$ cat config.mk
export PLATFORM = sky130hd
export DESIGN_NAME = sqrt_req_master
export DESIGN_NICKNAME = d
export VERILOG_FILES = /design/src/rtl/sqrt_pkg.sv /design/src/rtl/sqrt_range_check.sv /design/src/rtl/sqrt_req_master.sv
export SDC_FILE = /design/constraint.sdc
export NUM_CORES = 1
export LEC_CHECK = 0
export CAP_MARGIN = 30
export CORE_UTILIZATION = 49
export CTS_BUF_LIST = sky130_fd_sc_hd__clkbuf_4 sky130_fd_sc_hd__clkbuf_8 sky130_fd_sc_hd__clkbuf_16
export DETAILED_ROUTE_END_ITERATION = 16
export PLACE_DENSITY = 0.78
export SKIP_CTS_REPAIR_TIMING = 1
export SYNTH_ARGS = -nofsm -noshare
export SYNTH_HDL_FRONTEND = slang
export SYNTH_SLANG_ARGS = --single-unit
$ cat constraint.sdc
create_clock -name i_clk -period 4.75 [get_ports i_clk]
set_input_delay 0.7125 -clock i_clk [delete_from_list [all_inputs] [get_ports i_clk]]
set_output_delay 0.7125 -clock i_clk [all_outputs]
set_load 0.05 [all_outputs]
$ cat src/rtl/sqrt_pkg.sv
// rtl/sqrt_pkg.sv - shared widths, types and state encoding for the sqrt request master
package sqrt_pkg;

   localparam int ARG_W = 8;
   localparam int RES_W = 4;
   localparam int CNT_W = 9;

   typedef logic [ARG_W-1:0] arg_t;
   typedef logic [RES_W-1:0] res_t;
   typedef logic [CNT_W-1:0] cnt_t;

   typedef enum logic [2:0] {
      IDLE,
      ISSUE,
      WAIT,
      CHECK,
      GAPW,
      DONE
   } sqrt_req_state_t;

   localparam cnt_t CNT_MAX = '1;

   // Result counters stick at full scale instead of wrapping.
   function automatic cnt_t sat_inc(input cnt_t v);
      return (v == CNT_MAX) ? v : v + cnt_t'(1);
   endfunction

endpackage

$ cat src/rtl/sqrt_range_check.sv
// rtl/sqrt_range_check.sv - combinational check that res is floor(sqrt(arg))
module sqrt_range_check
   import sqrt_pkg::*;
(
   input  logic [ARG_W-1:0] i_arg,
   input  logic [RES_W-1:0] i_res,
   output logic             o_ok
);

   logic [ARG_W-1:0] w_res_ext;
   logic [ARG_W-1:0] w_lo;
   logic [ARG_W:0]   w_r1;
   logic [ARG_W:0]   w_hi;

   // (r+1)^2 reaches 256 for r=15, so the upper bound needs one extra bit.
   assign w_res_ext = {{(ARG_W-RES_W){1'b0}}, i_res};
   assign w_lo      = w_res_ext * w_res_ext;
   assign w_r1      = {1'b0, w_res_ext} + 9'd1;
   assign w_hi      = w_r1 * w_r1;
   assign o_ok      = (w_lo <= i_arg) && ({1'b0, i_arg} < w_hi);

endmodule

$ cat src/rtl/sqrt_req_master.sv
// rtl/sqrt_req_master.sv - issues sqrt arguments, checks responses, keeps pass/fail/timeout counts
module sqrt_req_master
   import sqrt_pkg::*;
#(
   parameter logic [ARG_W-1:0] ARG_FIRST = 8'd0,
   parameter logic [ARG_W-1:0] ARG_LAST  = 8'd255,
   parameter int unsigned      TIMEOUT   = 32,
   parameter int unsigned      GAP       = 0
) (
   input  logic             i_clk,
   input  logic             i_reset,
   input  logic             i_start,
   input  logic             i_single,
   input  logic [ARG_W-1:0] i_single_arg,
   output logic [ARG_W-1:0] o_arg,
   output logic             o_arg_valid,
   input  logic             i_sqrt_valid,
   input  logic [RES_W-1:0] i_sqrt_res,
   output logic             o_busy,
   output logic             o_done,
   output logic [CNT_W-1:0] o_pass_cnt,
   output logic [CNT_W-1:0] o_fail_cnt,
   output logic [CNT_W-1:0] o_timeout_cnt,
   output logic [CNT_W-1:0] o_spurious_cnt,
   output logic [RES_W-1:0] o_last_res
);

   localparam int WAIT_W = $clog2(TIMEOUT + 1);
   localparam int GAP_W  = (GAP > 1) ? $clog2(GAP) : 1;
   localparam logic [WAIT_W-1:0] WAIT_LIM = WAIT_W'(TIMEOUT - 1);
   localparam logic [GAP_W-1:0]  GAP_LIM  = GAP_W'((GAP > 0) ? (GAP - 1) : 0);

   sqrt_req_state_t r_state;
   sqrt_req_state_t w_next;
   sqrt_req_state_t w_adv_state;

   logic              r_single;
   logic [ARG_W-1:0]  r_arg;
   logic [RES_W-1:0]  r_last_res;
   logic [WAIT_W-1:0] r_wait_cnt;
   logic [GAP_W-1:0]  r_gap_cnt;
   cnt_t              r_pass_cnt;
   cnt_t              r_fail_cnt;
   cnt_t              r_timeout_cnt;
   cnt_t              r_spurious_cnt;

   logic w_ok;
   logic w_last;
   logic w_timeout;
   logic w_step;

   sqrt_range_check u_range_check (
      .i_arg (r_arg),
      .i_res (r_last_res),
      .o_ok  (w_ok)
   );

   // End-of-run is decided on the current argument, so ARG_LAST=255 never wraps.
   assign w_last    = r_single || (r_arg == ARG_LAST);
   assign w_timeout = (r_state == WAIT) && !i_sqrt_valid && (r_wait_cnt == WAIT_LIM);
   assign w_step    = ((r_state == CHECK) || w_timeout) && !w_last;

   always_ff @(posedge i_clk) begin
      if (i_reset) begin
         r_state <= IDLE;
      end else begin
         r_state <= w_next;
      end
   end

   always_comb begin
      w_next      = r_state;
      w_adv_state = w_last ? DONE : ((GAP > 0) ? GAPW : ISSUE);
      o_arg_valid = 1'b0;
      o_done      = 1'b0;
      o_busy      = 1'b0;
      case (r_state)
         IDLE: begin
            if (i_start) begin
               w_next = ISSUE;
            end
         end
         ISSUE: begin
            o_arg_valid = 1'b1;
            o_busy      = 1'b1;
            w_next      = WAIT;
         end
         WAIT: begin
            o_busy = 1'b1;
            if (i_sqrt_valid) begin
               w_next = CHECK;
            end else if (r_wait_cnt == WAIT_LIM) begin
               w_next = w_adv_state;
            end
         end
         CHECK: begin
            o_busy = 1'b1;
            w_next = w_adv_state;
         end
         GAPW: begin
            o_busy = 1'b1;
            if (r_gap_cnt == GAP_LIM) begin
               w_next = ISSUE;
            end
         end
         DONE: begin
            o_done = 1'b1;
            w_next = IDLE;
         end
         default: begin
            w_next = IDLE;
         end
      endcase
   end

   always_ff @(posedge i_clk) begin
      if (i_reset) begin
         r_single       <= 1'b0;
         r_arg          <= '0;
         r_last_res     <= '0;
         r_wait_cnt     <= '0;
         r_gap_cnt      <= '0;
         r_pass_cnt     <= '0;
         r_fail_cnt     <= '0;
         r_timeout_cnt  <= '0;
         r_spurious_cnt <= '0;
      end else begin
         if ((r_state == IDLE) && i_start) begin
            r_single      <= i_single;
            r_arg         <= i_single ? i_single_arg : ARG_FIRST;
            r_pass_cnt    <= '0;
            r_fail_cnt    <= '0;
            r_timeout_cnt <= '0;
         end

         if (r_state == ISSUE) begin
            r_wait_cnt <= '0;
         end else if ((r_state == WAIT) && !i_sqrt_valid) begin
            r_wait_cnt <= r_wait_cnt + WAIT_W'(1);
         end

         if ((r_state == WAIT) && i_sqrt_valid) begin
            r_last_res <= i_sqrt_res;
         end

         if (w_timeout) begin
            r_timeout_cnt <= sat_inc(r_timeout_cnt);
         end

         if (r_state == CHECK) begin
            if (w_ok) begin
               r_pass_cnt <= sat_inc(r_pass_cnt);
            end else begin
               r_fail_cnt <= sat_inc(r_fail_cnt);
            end
         end

         if (w_step) begin
            r_arg <= r_arg + ARG_W'(1);
         end

         if (r_state == GAPW) begin
            r_gap_cnt <= r_gap_cnt + GAP_W'(1);
         end else begin
            r_gap_cnt <= '0;
         end

         // Any response outside WAIT, including one just after a timeout, is unsolicited.
         if ((r_state != WAIT) && i_sqrt_valid) begin
            r_spurious_cnt <= sat_inc(r_spurious_cnt);
         end
      end
   end

   assign o_arg          = r_arg;
   assign o_last_res     = r_last_res;
   assign o_pass_cnt     = r_pass_cnt;
   assign o_fail_cnt     = r_fail_cnt;
   assign o_timeout_cnt  = r_timeout_cnt;
   assign o_spurious_cnt = r_spurious_cnt;

endmodule
* Word-level counts from Yosys, hierarchy flattened
Index checks and enable logic that the tools add are counted.
Word-level totals: register bits after elaboration 59, bits in latches 0, RAM bits 0, bits in read-only memories 0, output and inout port bits 51, logic and storage cells 85, memories kept 0
Cells by class: add/sub/neg operators 8, $mul 2, div/mod/pow operators 0, magnitude comparators 2, eq/ne operators 18, shift operators 0, mux-type cells 23, bitwise operators 2, reduce and logical (&&, ||, !) cells 20
Operators by type and width (count):
- $mux 9 | 11
- $add 9x1->9 const B | 4
- $eq 9x9->1 const B | 4
- $mux 8 | 3
- $mux 3 | 5
- $pmux 3 s5 | 1
- $lt 8x9->1 | 1
- $mul 9x9->9 | 1
- $ne 3x2->1 const B | 3
- $add 8x1->8 const B | 1
- $eq 8x8->1 const B | 1
- $le 8x8->1 | 1
- $mul 4x4->8 | 1
- $logic_and 1x1->1 | 7
- $add 6x1->6 const B | 1
- $eq 3x2->1 const B | 2
- $eq 3x3->1 const B | 2
- $eq 6x5->1 const B | 1
- $ne 2x2->1 const B | 3
- $add 4x1->5 const B | 1
- $reduce_and 2->1 | 2
- $reduce_bool 2->1 | 2
- $reduce_or 2->1 | 2
- $reduce_or 4->1 | 1
- other kinds (9) | 14

* Longest topological paths before layout
Gate-level depths: netlist of run 1.
depth in word-level cells 6, gate-level depth with buffers 21, mapped depth without buffers 19

* By module
From an unflattened synthesis of run 1, not the netlist that was laid out.
Unflattened totals: cell total of the unflattened synthesis 487, area total of the unflattened synthesis 4036.4 sq um
By module, submodules not included:
- sqrt_req_master | times used 1, cells an instance 368, area each 3051.7 sq um, sequential area each 1181.1 sq um
- sqrt_range_check | times used 1, cells an instance 119, area each 984.7 sq um, sequential area each 0.0 sq um

* Worst setup path before layout of run 1
OpenSTA, ideal clock, no wires.
kind flip-flop to flip-flop, start point reg r_last_res[2], in the netlist o_last_res[2], end point reg r_fail_cnt[5], in the netlist o_fail_cnt[5], arrival 5.448 ns, required time 4.659 ns, setup slack -0.789 ns, stages on the path, launching flop included 22, path buffers 2, period minus slack after synthesis 5.539 ns, cells stage by stage dfxtp_1 clkbuf_1 and2_1 nand2_1 xor2_1 or2_2 fa_1 fa_1 inv_1 ha_1 a41o_1 ha_1 a21o_1 a21oi_1 xor2_1 ha_1 a2111oi_0 o21a_1 o41a_1 clkbuf_1 o21ai_0 a311oi_1
Between the ends: cells in the longest elaborated chain, start to end 6
Ends and longest elaborated chain:
- start: declaration | line sqrt_req_master.sv:39 | logic [RES_W-1:0] r_last_res;
- start signal: assignment | line sqrt_req_master.sv:143 | r_last_res <= i_sqrt_res;
- $add 4x1->5 | line sqrt_range_check.sv:18 | assign w_r1 = {1'b0, w_res_ext} + 9'd1;
- $mul 9x9->9 | line sqrt_range_check.sv:19 | assign w_hi = w_r1 * w_r1;
- $lt 8x9->1 | line sqrt_range_check.sv:20 | assign o_ok = (w_lo <= i_arg) && ({1'b0, i_arg} < w_hi);
- $logic_and 1x1->1 (*) | line sqrt_range_check.sv:20
- $mux 9 | line sqrt_req_master.sv:151 | if (w_ok) begin
- $mux 9 | line sqrt_req_master.sv:150 | if (r_state == CHECK) begin
- end signal: assignment | line sqrt_req_master.sv:154 | r_fail_cnt <= sat_inc(r_fail_cnt);
- end: declaration | line sqrt_req_master.sv:43 | cnt_t r_fail_cnt;
Every way passes the cells marked *; elsewhere a longest branch is shown, timed or not. A chain may end at the register's enable or synchronous reset.

* Final worst setup path of run 1
start point reg r_last_res[0], in the netlist o_last_res[0], end point reg r_fail_cnt[7], in the netlist o_fail_cnt[7]
Same word-level chain as after synthesis.

==> out/metrics.cfg, run 1 <==
[place]
dp_hpwl_um = 7390
port_buffers = 67
routabilityCongestion = 0.874

[synthesis]
ys_ff_latch = 59
yosys-top-cells-area = dfxtp_1 30%, ha_1 13%, nor2_1 5.3%
seq_area_frac_synth_pct = 29.7
synth-edff-count = 0
synth.most_common_cell = dfxtp_1
ys_types = 56
synthesis.area_mm2 = 0.00398
synth_top_area_share_pct = 29.7
syn_inst = 493
synth_top_cell_by_area = dfxtp_1
syn_avg_cell_area_um2 = 8.07
synthesis.nets = 552
synthArstFlopShare_pct = 0
yosysWarnings = 0
synthFlopType = dfxtp_1
synthTopCellsByCount = 59 x dfxtp_1, 56 x nor2_1, 40 x ha_1

[finish]
drive_above_1_share_pct = 12.4
num-fill-cells = 654
areaGrowthSynthToFinish_pct = 31.2
fin_util_pct = 66.8
final_nets = 635
multi_input_area_mm2 = 0.00273
diodes = 0
regArea_mm2 = 0.00119

[sta]
rsz0062_at_grt = yes
period_needed_ns = 4.81
tns_ns = -0.150
slew_headroom_pct = 41.7
worst-slew-pin-transition_ns = 0.872
clock-skew-final_ns = 0.0137
post-route-period-util_pct = 101
setup_violations = 3
hold_viol = 0
fin_ws_ns = -0.0609
fmax_mhz = 208
slew_violations = 0

[cts]
htree_levels = 3
cts_sinks = 59
numCtsBuffers = 9
ctsRootBufferMaster = clkbuf_8
cts_tree = done
insertion_delay_ns = 0.34
cts.clk_slew.worst_paths_ns = 0.08
clk_path_buf_depth = 2

[worst_hold_path]
holdPathEnd = r_gap_cnt$_SDFF_PP0_
hp-start = r_gap_cnt$_SDFF_PP0_
worstHoldPathCells = 1
min_path_type = reg2reg

[die]
die-area_mm2 = 0.00848
dieHeight_um = 92.1
rows = 32
pin_count = 68
fp.dieW_um = 92.1
start_util_pct = 50.9
core-area_mm2 = 0.00781

[global_route]
antenna_found_initial = 0
grt_pass1_wl_um = 16900
globalRouteTotalUtil_pct = 24.6
grt-ovfl-total = 0
grt_max_degree = 55
first_global_vias = 3690

[drt]
wl_per_cell_um = 14.9
viasPerCell = 5.82
wirelength_um = 10200
drc = 0
drtPass1Iterations = 5
drtIter0Drc = 266
vias = 3975
ant_nets = 0

[critical_path]
cp_max_fo = 5
required_ns = 5.03
timing.rr.start = o_last_res[0]$_SDFFE_PP0P_
worst-setup-path-type = reg2reg
reg2reg_slack_ns = -0.06
r2r_end = o_fail_cnt[7]$_SDFFE_PP0P_
endpoint_kind = flop
rr_worst_depth = 19
cp-start-kind = flop
crit_arrival_ns = 5.09

[status]
status = finished with violations
violations = negative setup slack

[run]
maxCapViolCount = 0

[power_and_ir_drop]
ir_worst_vdd_mv = 0.174
powerDensity_mw_per_mm2 = 247
leakage_uw = 0.00200

==> per-layer routing <==
metal / track usage, % / part of all wire [%]
met1: 32.2 / 46
met2: 41.0 / 48
met3: 5.14 / 5.3
met4: 6.12 / 0.96
met5: 0 / 0
==> flip-flops by register name (all words and copies together) (netlist names) <==
name and count:
o_last_res 4, r_gap_cnt 1, o_timeout_cnt 9, o_pass_cnt 9, r_state 3, o_spurious_cnt 9, r_wait_cnt 6, o_arg 8
o_fail_cnt 9, r_single 1
==> report_power, final <==
group,switching [uW],total [uW],internal [uW]
clock,210,482,272
combinational,170,287,117
sequential,15.6,520,504
==> layout make-up <==
class	count	share of cell area, %
Clock buffer	11	2.90
Clock inverter	5	1.13
Inverter	23	1.66
Multi-Input combinational cell	391	52.4
Sequential cell	59	22.8
Tap cell	102	2.45
Timing Repair Buffer	92	16.7
==> how the worst max path moves through the flow <==
| stage | endpoint | slack [ns] | cells past startpoint | startpoint |
|---|---|---|---|---|
| after global routing | o_pass_cnt[6]$_SDFFE_PP0P_ | -0.26 | 19 | o_last_res[0]$_SDFFE_PP0P_ |
| after floorplan | o_pass_cnt[1]$_SDFFE_PP0P_ | -0.10 | 20 | o_last_res[2]$_SDFFE_PP0P_ |
| final | o_fail_cnt[7]$_SDFFE_PP0P_ | -0.06 | 19 | o_last_res[0]$_SDFFE_PP0P_ |
| after detailed placement | o_pass_cnt[6]$_SDFFE_PP0P_ | -0.12 | 19 | o_last_res[0]$_SDFFE_PP0P_ |
| after CTS | o_pass_cnt[6]$_SDFFE_PP0P_ | -0.14 | 18 | o_last_res[0]$_SDFFE_PP0P_ |
| after global placement | o_fail_cnt[7]$_SDFFE_PP0P_ | 0.05 | 19 | o_last_res[0]$_SDFFE_PP0P_ |
==> cell usage in the layout, fill, tap and decap left out, types with 14 or more instances in the layout <==
cell             Yosys  final
o211ai_1            18     18
dfxtp_1             59     55
nand3_1             24     24
a21oi_1             35     30
buf_4                0     23
ha_1                40     36
nor2_1              56     56
nand2_1             36     35
clkdlybuf4s50_1      0     66
xor2_1              14     14
inv_1               23     23
o21ai_0             17     17
==> cell families (layout without fill, tap and decap cells) <==
family	Yosys count	in the layout	synth area share [%]
compound gates	112	113	18.8
xor+xnor	23	23	5.07
fa+ha+maj	42	42	13.6
buf+inv	44	131	4.28
flops	59	59	29.7
mux	7	7	1.83
other cells	1	1	0.0943
simple gates	205	205	26.7
==> critical path: stages, from the launching register on <==
cell       delay [ns]
dfxtp_4          0.35
and2_4           0.14
nand2_2          0.05
xor2_1           0.15
or2_4            0.26
fa_1             0.47
fa_1             0.49
inv_1            0.04
ha_1             0.28
a41o_1           0.21
ha_4             0.24
a21o_1           0.16
a21oi_2          0.14
xor2_1           0.18
ha_2             0.24
a2111oi_4        0.05
o21a_1           0.15
o41a_1           0.51
or4_1            0.53
a21oi_1          0.12
==> per-stage QoR <==
| stage | setup slack (ns) | instance area (um^2) | hold WS [ns] | instances | total power (uW) |
|---|---|---|---|---|---|
| detailed placement | -0.117 | 4900 | 0.445 | 662 | 793 |
| CTS | -0.138 | 5110 | 0.455 | 678 | 1270 |
| global route | -0.258 | 5220 | 0.476 | 683 | 1340 |
| floorplan | -0.104 | 4040 | 0.421 | 493 | 700 |
| finish | -0.0609 | 5220 | 0.461 | 683 | 1290 |
| global placement | 0.0474 | 4880 | 0.446 | 661 | 786 |
(Power assumes the default switching activity.)
==> inputs of run 2 (changes only) <==
- TNS_END_PERCENT: not set -> 5
==> run 2 against run 1 <==
The flow still finishes with violations (negative setup slack). Final area rose by 0.94%. Critical path depth is the same. Worst setup slack improved by 0.047 ns. Power rose by 0.80%. Die area unchanged. Sequential share of layout area is 0.21 points lower. Core utilization is 0.62 points higher. Sequential cell count did not move. Routed wire length is 2.8% higher. Clock skew fell by 0.00071 ns. Global-route usage decreased by 0.37 points. Fmax increased by 0.99%.
==> out/metrics.cfg, run 2 (same netlist as run 1, synthesis figures left out) <==
[die]
core-area_mm2 = 0.00781  ; unchanged
fp.dieW_um = 92.1  ; unchanged
rows = 32  ; unchanged
dieHeight_um = 92.1  ; unchanged
pin_count = 68  ; unchanged
start_util_pct = 50.9  ; unchanged
die-area_mm2 = 0.00848  ; unchanged

[place]
place_ws_ns = -0.101  ; +0.0160 ns
port_buffers = 67  ; unchanged
routabilityCongestion = 0.863  ; -1.2%
dp_hpwl_um = 7320  ; -0.88%

[sta]
hold_viol = 0  ; unchanged
post-route-period-util_pct = 100  ; -0.99 points
clock-skew-final_ns = 0.0130  ; -0.000706 ns
period_needed_ns = 4.76  ; -0.0469 ns
hold_slack_ns = 0.466  ; +0.00493 ns
slew_violations = 0  ; unchanged
fin_ws_ns = -0.0139  ; +0.0469 ns
rsz0062_at_grt = yes
fmax_mhz = 210  ; +0.99%
slew_headroom_pct = 39.1  ; -2.6 points
worst-slew-pin-transition_ns = 0.906  ; +0.0341 ns
setup_violations = 1  ; -2

[critical_path]
cp-start-kind = flop
cp_max_fo = 5  ; unchanged
r2r_end = o_fail_cnt[7]$_SDFFE_PP0P_
rr_worst_depth = 19  ; unchanged
worst-setup-path-type = reg2reg
crit_path_start = o_last_res[0]$_SDFFE_PP0P_
critPathCapture = o_fail_cnt[7]$_SDFFE_PP0P_
required_ns = 5.03  ; about the same
crit_arrival_ns = 5.05  ; -0.04 ns
reg2reg_slack_ns = -0.01  ; +0.05 ns
timing.rr.start = o_last_res[0]$_SDFFE_PP0P_
endpoint_kind = flop

[finish]
mostFrequentLayoutCells = 66 x clkdlybuf4s50_1, 55 x nor2_1, 55 x dfxtp_1
regArea_mm2 = 0.00119  ; unchanged
final_nets = 635  ; unchanged
multi_input_area_mm2 = 0.00278  ; +1.7%
layout_commonest_cell = clkdlybuf4s50_1
num-fill-cells = 674  ; +3.1%
diodes = 0  ; unchanged
areaGrowthSynthToFinish_pct = 32.4
fin_util_pct = 67.4  ; +0.62 points
drive_above_1_share_pct = 13.3  ; +0.86 points

[run]
maxCapViolCount = 0  ; unchanged

[drt]
wl_per_cell_um = 15.3  ; +2.8%
drtIter0Drc = 267  ; +0.38%
vias = 3952  ; -0.58%
drtPass1Iterations = 4  ; -1
wirelength_um = 10500  ; +2.8%
drc = 0  ; unchanged
viasPerCell = 5.79  ; -0.58%
ant_nets = 0  ; unchanged

[power_and_ir_drop]
ir_worst_vdd_mv = 0.258  ; +48%
power_frac_comb_pct = 23.9  ; +1.6 points
leakage_uw = 0.00202  ; +1.0%
powerDensity_mw_per_mm2 = 247  ; -0.13%
internal_power_uw = 898  ; +0.49%
clock_power_share_pct = 36.1  ; -1.3 points
switching_power_uw = 402  ; +1.5%
power_frac_seq_pct = 40.0  ; -0.3 points
switching_share_pct = 30.9  ; +0.21 points

[global_route]
grt_max_degree = 67  ; +22%
globalRouteTotalUtil_pct = 24.2  ; -0.37 points
first_global_vias = 3629  ; -1.7%
grt_pass1_wl_um = 16500  ; -2.5%
antenna_found_initial = 0  ; unchanged
grt-ovfl-total = 0  ; unchanged

[cts]
cts_tree = done
insertion_delay_ns = 0.35  ; about the same
clk_path_buf_depth = 2  ; unchanged
numCtsBuffers = 9  ; unchanged
ctsRootBufferMaster = clkbuf_8
cts_sinks = 59  ; unchanged
htree_levels = 3  ; unchanged
cts.clk_slew.worst_paths_ns = 0.07  ; about the same

[status]
violations = negative setup slack
status = finished with violations

[worst_hold_path]
min_path_type = reg2reg

==> run 2: worst min-delay path by stage <==
stage,from,end,slack (ns),depth (start not counted)
floorplan,r_gap_cnt$_SDFF_PP0_,r_gap_cnt$_SDFF_PP0_,0.42,1
global placement,r_gap_cnt$_SDFF_PP0_,r_gap_cnt$_SDFF_PP0_,0.45,1
detailed placement,r_gap_cnt$_SDFF_PP0_,r_gap_cnt$_SDFF_PP0_,0.47,1
CTS,r_gap_cnt$_SDFF_PP0_,r_gap_cnt$_SDFF_PP0_,0.47,1
global route,r_gap_cnt$_SDFF_PP0_,r_gap_cnt$_SDFF_PP0_,0.50,1
finish,r_gap_cnt$_SDFF_PP0_,r_gap_cnt$_SDFF_PP0_,0.47,1
==> run 2: layout make-up <==
type / instances / share of cell area [%]
Clock buffer: 13 / 3.61
Clock inverter: 3 / 0.333
Inverter: 23 / 1.64
Multi-Input combinational cell: 391 / 52.8
Sequential cell: 59 / 22.6
Tap cell: 102 / 2.42
Timing Repair Buffer: 92 / 16.6
==> run 2: worst max-delay path, cell delays in order (launching register included) <==
cell and delay (ns):
dfxtp_4 0.35, and2_4 0.14, nand2_2 0.06, xor2_2 0.15
or2_4 0.24, fa_1 0.49, fa_1 0.55, inv_1 0.04
ha_1 0.26, a41o_1 0.21, ha_4 0.24, a21o_1 0.18
a21oi_2 0.13, xor2_1 0.17, ha_2 0.24, a2111oi_4 0.05
o21a_1 0.14, o41a_1 0.48, or4_4 0.45, a21oi_2 0.13
==> run 2: power by group through the flow <==
stage	registers, uW	logic, uW	clock network (uW)
CTS	519	256	477
floorplan	551	147	0
global placement	530	251	0
global route	521	329	497
detailed placement	530	254	0
finish	520	310	470
==> run 2: metal layers <==
layer  GRT usage (%)  wire, um
met1            31.0      4640
met2            39.1      5000
met3            4.98       608
met4            10.7       218
met5               0         0
==> run 2: per-stage QoR <==
step | instance area [um^2] | total power (uW) | setup TNS, ns | instances
2_1_floorplan | 4040 | 697 | -0.918 | 493
3_3_place_gp | 4870 | 781 | 0 | 660
3_5_place_dp | 4870 | 784 | -0.266 | 660
4_1_cts | 5080 | 1250 | -0.330 | 676
5_1_grt | 5260 | 1350 | -1.87 | 683
6_report | 5260 | 1300 | -0.0139 | 683
==> inputs of run 3 (changes only) <==
- CORE_MARGIN: not set -> 1
==> results of run 3 <==
The final DEF is identical to that of run 2; final timing and power are the same.
